### src/rtl/yasac_pkg.sv
// Shared definitions for the YASAC run controller and the system-level state decoder.
// Holds the controller state encoding and the helper that picks the active mode.
package yasac_pkg;

    typedef enum logic [1:0] {
        ST_IDLE = 2'b00,
        ST_RUN  = 2'b01,
        ST_STEP = 2'b10,
        ST_HALT = 2'b11
    } run_state_e;

    // Mode entered when execution begins or resumes.
    function automatic run_state_e active_mode(input logic step_mode);
        return step_mode ? ST_STEP : ST_RUN;
    endfunction

endpackage

### src/rtl/yasac_run_ctrl_sync_edge.sv
// Two-flop synchronizer followed by a rising-edge detector for one asynchronous button.
// The pulse is high for one cycle, in the cycle after the second clk edge that sees the rise.
module sync_edge (
    input  logic clk,
    input  logic reset,
    input  logic din,
    output logic pulse
);

    // sh_q[0]/sh_q[1] form the synchronizer, sh_q[2] remembers the previous synchronized level
    logic [2:0] sh_q;
    logic [2:0] sh_d;

    // Next value of the synchronizer / edge history chain.
    always_comb begin
        sh_d = {sh_q[1:0], din};
    end

    // Synchronizer and edge-history flops.
    always_ff @(posedge clk or negedge reset) begin
        if (!reset) begin
            sh_q <= 3'b000;
        end else begin
            sh_q <= sh_d;
        end
    end

    assign pulse = sh_q[1] & ~sh_q[2];

endmodule

### src/rtl/yasac_run_ctrl.sv
// Run/step/halt controller generating the processor clock enable and start strobe.
// Button events are synchronized, a free-running divider provides the run-mode tick.
module yasac_run_ctrl
    import yasac_pkg::*;
#(
    parameter int unsigned DIV = 25000000
) (
    input  logic       clk,
    input  logic       reset,
    input  logic       start,
    input  logic       step,
    input  logic       halt,
    input  logic       step_mode,
    input  logic       cpu_ready,
    output logic       cpu_ce,
    output logic       cpu_start,
    output logic [1:0] state_out,
    output logic       busy
);

    localparam int unsigned CW = $clog2(DIV);
    localparam logic [CW-1:0] CNT_MAX = CW'(DIV - 1);

    logic          start_e_s;
    logic          step_e_s;
    logic          halt_e_s;
    logic          tick_s;
    logic          done_s;
    logic [CW-1:0] cnt_q;
    logic [CW-1:0] cnt_d;
    run_state_e    state_q;
    run_state_e    state_d;
    logic          start_pend_q;
    logic          start_pend_d;
    logic          cpu_ce_q;
    logic          cpu_ce_d;
    logic          cpu_start_q;
    logic          cpu_start_d;
    logic          busy_q;
    logic          busy_d;

    sync_edge u_sync_start (.clk(clk), .reset(reset), .din(start), .pulse(start_e_s));
    sync_edge u_sync_step  (.clk(clk), .reset(reset), .din(step),  .pulse(step_e_s));
    sync_edge u_sync_halt  (.clk(clk), .reset(reset), .din(halt),  .pulse(halt_e_s));

    assign tick_s = (cnt_q == CNT_MAX);
    // The processor reports completion while it is being clocked.
    assign done_s = cpu_ce_q & cpu_ready;

    // Tick divider wraps at DIV-1 regardless of controller state.
    always_comb begin
        if (tick_s) begin
            cnt_d = {CW{1'b0}};
        end else begin
            cnt_d = cnt_q + CW'(1);
        end
    end

    // Tick divider register.
    always_ff @(posedge clk or negedge reset) begin
        if (!reset) begin
            cnt_q <= {CW{1'b0}};
        end else begin
            cnt_q <= cnt_d;
        end
    end

    // Next-state, clock-enable and start-strobe decision; earlier branches win on collisions.
    always_comb begin
        state_d      = state_q;
        start_pend_d = start_pend_q;
        cpu_ce_d     = 1'b0;
        cpu_start_d  = 1'b0;
        case (state_q)
            ST_IDLE: begin
                cpu_ce_d = tick_s;
                if (tick_s && start_pend_q) begin
                    cpu_start_d  = 1'b1;
                    start_pend_d = 1'b0;
                    state_d      = active_mode(step_mode);
                end else if (start_e_s) begin
                    start_pend_d = 1'b1;
                end else begin
                    start_pend_d = start_pend_q;
                end
            end
            ST_RUN: begin
                cpu_ce_d = tick_s;
                if (done_s) begin
                    state_d = ST_IDLE;
                end else if (halt_e_s) begin
                    state_d = ST_HALT;
                end else begin
                    state_d = ST_RUN;
                end
            end
            ST_STEP: begin
                cpu_ce_d = step_e_s;
                if (done_s) begin
                    state_d = ST_IDLE;
                end else if (halt_e_s) begin
                    state_d = ST_HALT;
                end else if (!step_mode) begin
                    state_d = ST_RUN;
                end else begin
                    state_d = ST_STEP;
                end
            end
            ST_HALT: begin
                cpu_ce_d = step_e_s;
                if (start_e_s) begin
                    state_d = active_mode(step_mode);
                end else begin
                    state_d = ST_HALT;
                end
            end
            default: begin
                state_d      = ST_IDLE;
                start_pend_d = 1'b0;
            end
        endcase
        busy_d = (state_d != ST_IDLE);
    end

    // Controller state and registered outputs.
    always_ff @(posedge clk or negedge reset) begin
        if (!reset) begin
            state_q      <= ST_IDLE;
            start_pend_q <= 1'b0;
            cpu_ce_q     <= 1'b0;
            cpu_start_q  <= 1'b0;
            busy_q       <= 1'b0;
        end else begin
            state_q      <= state_d;
            start_pend_q <= start_pend_d;
            cpu_ce_q     <= cpu_ce_d;
            cpu_start_q  <= cpu_start_d;
            busy_q       <= busy_d;
        end
    end

    assign cpu_ce    = cpu_ce_q;
    assign cpu_start = cpu_start_q;
    assign state_out = state_q;
    assign busy      = busy_q;

endmodule

### config.mk
export PLATFORM = sky130hd
export DESIGN_NAME = yasac_run_ctrl
export DESIGN_NICKNAME = d
export VERILOG_FILES = /design/src/rtl/yasac_pkg.sv /design/src/rtl/yasac_run_ctrl_sync_edge.sv /design/src/rtl/yasac_run_ctrl.sv
export SDC_FILE = /design/constraint.sdc
export NUM_CORES = 1
export LEC_CHECK = 0
export CAP_MARGIN = 0
export CORE_MARGIN = 2
export CORE_UTILIZATION = 26
export DETAILED_ROUTE_END_ITERATION = 7
export SYNTH_ARGS = -nofsm -noshare
export SYNTH_HDL_FRONTEND = slang
export SYNTH_SLANG_ARGS = --single-unit
### constraint.sdc
create_clock -name clk -period 2.45 [get_ports clk]
set_clock_uncertainty 0.05 [all_clocks]
set_input_delay 0.49 -clock clk [delete_from_list [all_inputs] [get_ports clk]]
set_output_delay 0.49 -clock clk [all_outputs]
set_load 0.005 [all_outputs]
==> results.py, run 1 <==
metrics = {
    "run_status": {
        "status": "finished clean",
    },
    "floorplan": {
        "die_w_um": 86.96,
        "die_y_um": 86.96,
        "rows": 30,
        "core-area_sq_um": 6719,
        "start_util_pct": 26.63,
        "io_pins": 12,
        "dieArea_sq_um": 7561,
    },
    "timing": {
        "rsz0062_at_grt": "no",
        "postLayoutSetupSlackWorst_ns": 0.3980,
        "worstMarginPinSlew_ns": 0.4951,
        "slew_headroom_pct": 66.99,
        "slew_viol_final": 0,
        "min_period_over_period_pct": 83.75,
        "min_period_ns": 2.052,
        "fmax_mhz": 487.3,
        "hold_violations": 0,
        "final-setup-viol-count": 0,
        "finalSetupTns_ns": 0,
    },
    "synth": {
        "ys_seq_area_share_pct": 55.94,
        "syn_inst": 168,
        "async_reset_ff_share_pct": 100.0,
        "synth.most_common_cell": "dfrtp_1",
        "synth_common_cells": "dfrtp_1 (40), nand2_1 (12), a21oi_1 (11), nor2_1 (11)",
        "syn_area_per_cell_sq_um": 10.65,
        "synth_top_area_share_pct": 55.94,
        "yosysWarnings": 0,
        "ys_ff_latch": 40,
        "synth_ff_type": "dfrtp_1",
        "ys_types": 38,
        "ys_top_cells_by_area": "dfrtp_1 (56%), xor2_1 (3.9%), a21oi_1 (3.1%), xnor2_1 (2.9%), nand2_1 (2.5%)",
        "netlist.top_cell.by_area": "dfrtp_1",
        "syn_nets": 176,
        "synth_edf_count": 0,
        "syn_area_sq_um": 1789,
    },
    "global_route": {
        "grt_start_max_net_pins": 23,
        "grt_pass1_wl_mm": 5.871,
        "grt.total_usage_pct": 9.859,
        "grt_pass1_vias": 1276,
        "gr-total-overflow": 0,
        "antenna_found_initial": 0,
    },
    "clock_network": {
        "cts.path.max_buffers": 2,
        "cts_resized": 0,
        "cts.sinks": 40,
        "hold_buffers": 0,
        "cts-buffers-inserted": 5,
        "clk_pin_slew_ns": 0.08,
        "postCtsSetupBuffers": 0,
        "cts.htree.levels": 2,
        "insertion_delay_ns": 0.29,
        "cts-root-buf": "clkbuf_8",
        "cts_tree": "yes",
    },
    "cells_and_area": {
        "finalInstanceArea_sq_um": 2106,
        "layout.cells.non_filler": 266,
        "area_growth_pct": 17.69,
        "final_layout_size_suffix_gt1_share_pct": 9.677,
        "fill_cells": 676,
        "seqCellArea_sq_um": 1001,
        "multi_input_area_sq_um": 743.2,
        "diodes": 0,
        "fin_nets": 193,
    },
    "setup_path": {
        "start_kind": "register",
        "path_buf_inv": 0,
        "cpMaxStageDelayCell": "or4_1",
        "cp_data_arrival_time_ns": 2.22,
        "r2r_start": "cnt_q[0]",
        "required_ns": 2.62,
        "reg2reg_to": "cnt_q[24]",
        "cpMostUsedCell": "or4_1",
        "max_stage_delay_ns": 0.55,
        "worstSetupPathType": "reg2reg",
        "worst-path-max-fanout": 6,
        "cp_top_family": "simple AND/OR/NAND/NOR gates",
        "worstRegToRegCells": 5,
        "cp_cell_sequence": "ha_1, nand2_1, or4_1, or4_1, a21oi_1",
        "r2r_slack_ns": 0.40,
        "end_kind": "register",
    },
    "place": {
        "placed_area_sq_um": 1994,
        "numPortBuffers": 11,
        "placed_cells": 258,
        "pre_cts_ws_ns": 0.4177,
        "dp_hpwl_mm": 2.392,
        "place.gp.congestion": 0.7321,
    },
    "drt": {
        "viasPerCell": 4.906,
        "vias": 1305,
        "drc": 0,
        "detail_route.wl_per_cell_um": 12.34,
        "first_pass_iters": 4,
        "routed_wirelength_mm": 3.283,
        "drt_iter0_markers": 84,
        "postRouteAntennaNets": 0,
    },
    "power": {
        "p_per_area_nw_per_um2": 586.4,
        "ir_worst_vdd_mv": 0.2645,
        "p_leak_nw": 0.8589,
        "total_power_mw": 1.235,
    },
    "job": {
        "cap_viol_max_count": 0,
    },
    "min_path": {
        "hold_path.class": "in2async",
    },
}
[registers in the layout, summed over array words and instances, names as in the netlist]
register,count
u_sync_step.sh_q,3
cpu_ce,1
u_sync_start.sh_q,3
start_pend_q,1
cnt_q,25
cpu_start,1
u_sync_halt.sh_q,3
state_out,2
busy,1
[logic make-up (layout without fill, tap and decap cells)]
group                    count (synthesis)  in the layout  share of synthesized area (%)
adder cells (fa/ha/maj)                  1              1                         0.6992
AND/OR/NAND/NOR                         70             70                          22.59
AO/OA/AOI/OAI                           33             33                          11.40
XOR/XNOR                                14             14                          6.853
buffers and inverters                   10             28                          2.517
flip-flops                              40             40                          55.94
[layout by cell type, fill, tap and decap left out, drive strengths merged, types with 5 or more instances in the layout]
master	n
a21oi	11
clkbuf	5
clkdlybuf4s50	10
dfrtp	40
inv	6
nand2	12
nand3	9
nand4	6
nor2	11
o21ai	8
or3	6
or4	6
xnor2	6
xor2	8
[layer usage]
| metal | vias to the layer above | wire length (um) | global-route usage, % |
|---|---|---|---|
| li1 | 643 | - | - |
| met3 | 6 | 102 | 2.844 |
| met5 | - | 0 | 0 |
| met4 | 0 | 57 | 4.403 |
| met1 | 635 | 1600 | 12.81 |
| met2 | 21 | 1522 | 15.20 |
[per-stage QoR]
| stage | hold WS (ns) | utilization [%] |
|---|---|---|
| 6_report | 0.1064 | 31.34 |
| 3_3_place_gp | 0.2823 | 29.68 |
| 5_1_grt | 0.1362 | 31.34 |
| 4_1_cts | 0.1242 | 31.34 |
| 2_1_floorplan | 0.1444 | - |
| 3_5_place_dp | 0.2909 | 29.68 |
[worst register-to-register path, cell delays in order (launching register included)]
cell and delay, ns:
dfrtp_1 0.41, ha_1 0.26, nand2_1 0.07, or4_1 0.55
or4_1 0.49, a21oi_1 0.15
[worst max path at each step]
stage,start,endpoint,depth (start not counted)
after floorplan,cnt_q[0],cnt_q[24],5
after global placement,cnt_q[0],cnt_q[24],5
after detailed placement,cnt_q[0],cnt_q[24],5
after CTS,cnt_q[0],cnt_q[24],5
after global routing,cnt_q[0],cnt_q[24],5
final,cnt_q[0],cnt_q[24],5
[area by class of cell]
class | instances | share of cell area, %
clock buffer | 5 | 3.268
clock inverter | 3 | 2.020
inverter | 6 | 1.070
multi-input combinational | 118 | 35.29
sequential | 40 | 47.53
tap | 80 | 4.753
timing repair buffer | 14 | 6.061
[report_power, final]
| part | switching (mW) | internal [mW] | total [mW] |
|---|---|---|---|
| Combinational | 0.0170 | 0.0121 | 0.0291 |
| Clock | 0.234 | 0.301 | 0.535 |
| Sequential | 0.00337 | 0.667 | 0.670 |
Note: power is estimated with default switching activity, not from simulation.
==> run 2, diff against run 1 <==
clock period = 2.1 ns   (was 2.45 ns; I/O delays follow)
==> run 2 against run 1 <==
Non-clock buffer count up 1. Count of clock-buffer cells in the layout unchanged. Critical path depth down 1. Clock power up 62%. Register-to-register slack worse by 0.30 ns. Global-route usage up 0.32 points. Utilization up 1.3 points. Fmax up 2.7%. Sequential power up 17%. Highest routed layer unchanged. Sequential cell count unchanged. Worst setup slack worse by 0.30 ns. Power up 36%.
==> results.py, run 2 (synthesized netlist as in run 1, its figures left out) <==
metrics = {
    "global_route": {
        "gr-total-overflow": 0,
        "antenna_found_initial": 0,
        "grt.total_usage_pct": 10.18,
        "grt_start_max_net_pins": 22,
        "grt_pass1_wl_mm": 6.120,
        "grt_pass1_vias": 1355,
    },
    "drt": {
        "drt_iter0_markers": 49,
        "vias": 1317,
        "first_pass_iters": 4,
        "viasPerCell": 4.933,
        "drc": 0,
        "routed_wirelength_mm": 3.455,
        "detail_route.wl_per_cell_um": 12.94,
        "postRouteAntennaNets": 0,
    },
    "min_path": {
        "hold_path.class": "in2async",
    },
    "power": {
        "total_power_mw": 1.685,
        "p_per_area_nw_per_um2": 769.1,
        "internal_power_mw": 1.388,
        "p_sw_mw": 0.2971,
        "power_frac_seq_pct": 46.4,
        "p_leak_nw": 0.8947,
        "comb_power_share_pct": 2.1,
        "netSwitchingFraction_pct": 17.63,
        "ir_worst_vdd_mv": 0.3467,
        "p_clk_share_pct": 51.5,
    },
    "timing": {
        "final-setup-viol-count": 0,
        "fmax_mhz": 500.5,
        "slew_viol_final": 0,
        "min_period_over_period_pct": 95.13,
        "min_period_ns": 1.998,
        "hold_violations": 0,
        "finalSetupTns_ns": 0,
        "slew_headroom_pct": 66.27,
        "hold_ws_ns": 0.03060,
        "rsz0062_at_grt": "no",
        "worstMarginPinSlew_ns": 0.5014,
    },
    "setup_path": {
        "path_buf_inv": 0,
        "required_ns": 2.27,
        "cp_cell_sequence": "nand3_2, or4_4, or4_1, a21oi_1",
        "end_kind": "register",
        "worstSetupPathType": "reg2reg",
        "cp_data_arrival_time_ns": 2.16,
        "worst-path-max-fanout": 10,
        "start_kind": "register",
        "cpMaxStageDelayCell": "or4_4",
        "cp_top_family": "simple AND/OR/NAND/NOR gates",
        "max_stage_delay_ns": 0.61,
    },
    "clock_network": {
        "cts.path.max_buffers": 2,
        "cts_tree": "yes",
        "cts-buffers-inserted": 5,
        "cts-root-buf": "clkbuf_8",
        "postCtsSetupBuffers": 0,
        "cts.sinks": 40,
        "clk_pin_slew_ns": 0.08,
        "insertion_delay_ns": 0.29,
        "cts.htree.levels": 2,
    },
    "cells_and_area": {
        "fin_nets": 194,
        "final_common_cell": "dfrtp_1",
        "area_growth_pct": 22.45,
        "diodes": 0,
        "final_layout_size_suffix_gt1_share_pct": 11.76,
        "top_register": "cnt_q",
        "largest_register_ffs": 25,
        "mostFrequentLayoutCells": "dfrtp_1 (39), nand2_1 (12), a21oi_1 (11), nor2_1 (11), clkdlybuf4s50_1 (10)",
        "final_util_pct": 32.61,
    },
    "floorplan": {
        "io_pins": 12,
        "core-area_sq_um": 6719,
        "rows": 30,
        "die_w_um": 86.96,
        "dieArea_sq_um": 7561,
        "die_y_um": 86.96,
        "start_util_pct": 26.63,
    },
    "run_status": {
        "status": "finished clean",
    },
    "job": {
        "cap_viol_max_count": 0,
    },
    "place": {
        "place.gp.congestion": 0.7205,
        "numPortBuffers": 11,
        "dp_hpwl_mm": 2.378,
    },
}
[run 2: layer usage]
metal | track usage [%] | vias up | wire [um]
li1 | - | 645 | -
met4 | 3.835 | 0 | 47
met5 | 0 | - | 0
met1 | 13.00 | 647 | 1672
met3 | 2.559 | 5 | 115
met2 | 16.59 | 20 | 1620
[run 2: final timing paths]
path,slack (ns),cells past startpoint,startpoint,to
worst min register to register,0.30,0,u_sync_step.sh_q[0],u_sync_step.sh_q[1]
worst max-delay path,0.10,4,cnt_q[2],cnt_q[21]
worst min-delay path,0.03,1,reset,busy
max in group asynchronous,1.47,2,reset,cnt_q[7]
worst max register to register,0.10,4,cnt_q[2],cnt_q[21]
min in group clk,0.30,0,u_sync_step.sh_q[0],u_sync_step.sh_q[1]
[run 2: power by group through the flow]
stage	sequential [mW]	combinational [mW]	clock (mW)
5_1_grt	0.783	0.0410	0.913
6_report	0.782	0.0356	0.867
3_5_place_dp	0.797	0.0371	0
2_1_floorplan	0.797	0.00472	0
3_3_place_gp	0.797	0.0367	0
4_1_cts	0.782	0.0371	0.885
[run 2: what timing repair did]
action / CTS / global route
hold buffers: 0 / 0
setup endpoints to repair: 0 / 3
gates resized for setup: 0 / 4
[run 2: final cells by class]
cell class	instances	area, sq um
fill	674	4528
clock inverter	3	90.09
clock buffer	5	68.82
timing repair buffer	15	147.6
multi-input combinational	118	759.5
inverter	6	22.52
sequential	40	1002
tap	80	100.1
[run 2: stage by stage]
stage | setup WS, ns | std cells | instance area (sq um)
global route | 0.004862 | 267 | 2191
floorplan | 0.1684 | 168 | 1789
finish | 0.1022 | 267 | 2191
CTS | 0.02127 | 267 | 2173
global placement | 0.1103 | 259 | 2014
detailed placement | 0.04306 | 259 | 2014
==> variant: new RTL, config.mk and constraints of run 2 <==
The parameter `DIV` goes from 25000000 to 6250000.
--- a/src/rtl/yasac_run_ctrl.sv
+++ b/src/rtl/yasac_run_ctrl.sv
@@ -3,7 +3,7 @@
 module yasac_run_ctrl
     import yasac_pkg::*;
 #(
-    parameter int unsigned DIV = 25000000
+    parameter int unsigned DIV = 6250000
 ) (
     input  logic       clk,
     input  logic       reset,
Formal check against the unedited RTL: no difference found for any inputs over 10 cycles, from zero or initial values and one cycle with reset low; that may be too few to reach the edited logic, so the function may still have changed.
==> variant against run 2 <==
Global-route usage decreased by 0.43 points; wire length is 9.2% lower; worst setup slack better by 190 ps; first-iteration DRC count increased by 76%; critical path depth shrank 3; sequential cell count is 2 lower; register-to-register slack improved by 220 ps; count of clock-buffer cells in the layout unchanged; synthesized area is 1.1% lower; design area is 3.9% lower.
Power is not compared: it rests on default switching activity, and its combinational part moved more than twofold at a synthesized area within 25%.
==> variant: results (changes against run 2) <==
Drt
  • DRT iter0 DRCs: 86 (was 49)
  • Via count: 1,198 (was 1,317)

Power and ir drop
  • Final Power: 1.66 mW
  • Sw Share: 0.243

Yosys
  • Synth area leaders: dfrtp_1, xnor2_1, nor2_1, nand4_1, xor2_1 (was dfrtp_1, xor2_1, a21oi_1, xnor2_1, nand2_1)
  • Top cells by count, synth: dfrtp_1, nor2_1, xnor2_1 (was dfrtp_1, nand2_1, a21oi_1, nor2_1)
  • Adder-Cell Fraction of Synth Area: 0.0127 (was 0.00699)
  • Synth Area in XOR/XNOR: 0.0743 (was 0.0685)
  • Compound-Gate Fraction of Synth Area: 0.0764 (was 0.114)
  • Synth cell types: 46 (was 38)
  • Mapped Nets: 165 (was 176)

Setup path
  • Max stage delay cell, worst path: clkdlybuf4s50_1 (was or4_4)
  • Worst Setup SP: state_out[0]$_DFF_PN0_ (was cnt_q[2]$_DFF_PN0_)
  • Worst Reg-to-Reg Cells: 5 (was 4)
  • Reg2Reg Capture Point: cnt_q[18]$_DFF_PN0_ (was cnt_q[21]$_DFF_PN0_)
  • Reg-to-reg startpoint: cnt_q[0]$_DFF_PN0_ (was cnt_q[2]$_DFF_PN0_)
  • CP delay by family, top: buffers and inverters (was simple AND/OR/NAND/NOR gates)
  • Critical Path Sink Type: output pin (was flip-flop)

Final layout
  • Filler instances: 681 (was 674)
  • Final Util: 0.315 (was 0.326)
  • Largest register FFs: 23 (was 25)
  • Fraction of layout cells with a size suffix above 1: 0.153 (was 0.118)

Global route
  • Largest net degree at the start of global routing: 39 (was 22)
  • GRT Total Usage: 0.0974 (was 0.102)

Placement
  • RD Place Congestion: 0.748 (was 0.721)
  • Post-DP HPWL: 2240 um (was 2380 um)

Status
  • Status: finished clean (unchanged)
==> variant: cell count changes after synthesis, moves of 4 or more <==
cell	run 2	this run
nor2_1	11	18
or4_1	5	0
nand2_1	12	5
o21ai_0	8	1
xnor2_1	6	10
a21oi_1	11	4
or3_1	5	0
o31ai_1	4	0
nand3_1	8	4
==> variant: cell type report <==
type | count | area share
sequential | 38 | 0.452
multi-input combinational | 110 | 0.372
timing repair buffer | 15 | 0.0642
tap | 80 | 0.0475
clock buffer | 5 | 0.0327
clock inverter | 3 | 0.0214
inverter | 6 | 0.0107
==> variant: routing by layer <==
metal,up-vias,routed length (um),track usage
met5,-,0,0
met4,0,60,0.0384
met3,7,114,0.0352
met2,15,1400,0.143
met1,574,1560,0.131
li1,602,-,-
==> variant: per-stage QoR <==
step	worst slack (ps)	instances
finish	297	257
detailed placement	313	249
global placement	351	249
global route	95.4	257
floorplan	514	157
CTS	281	257
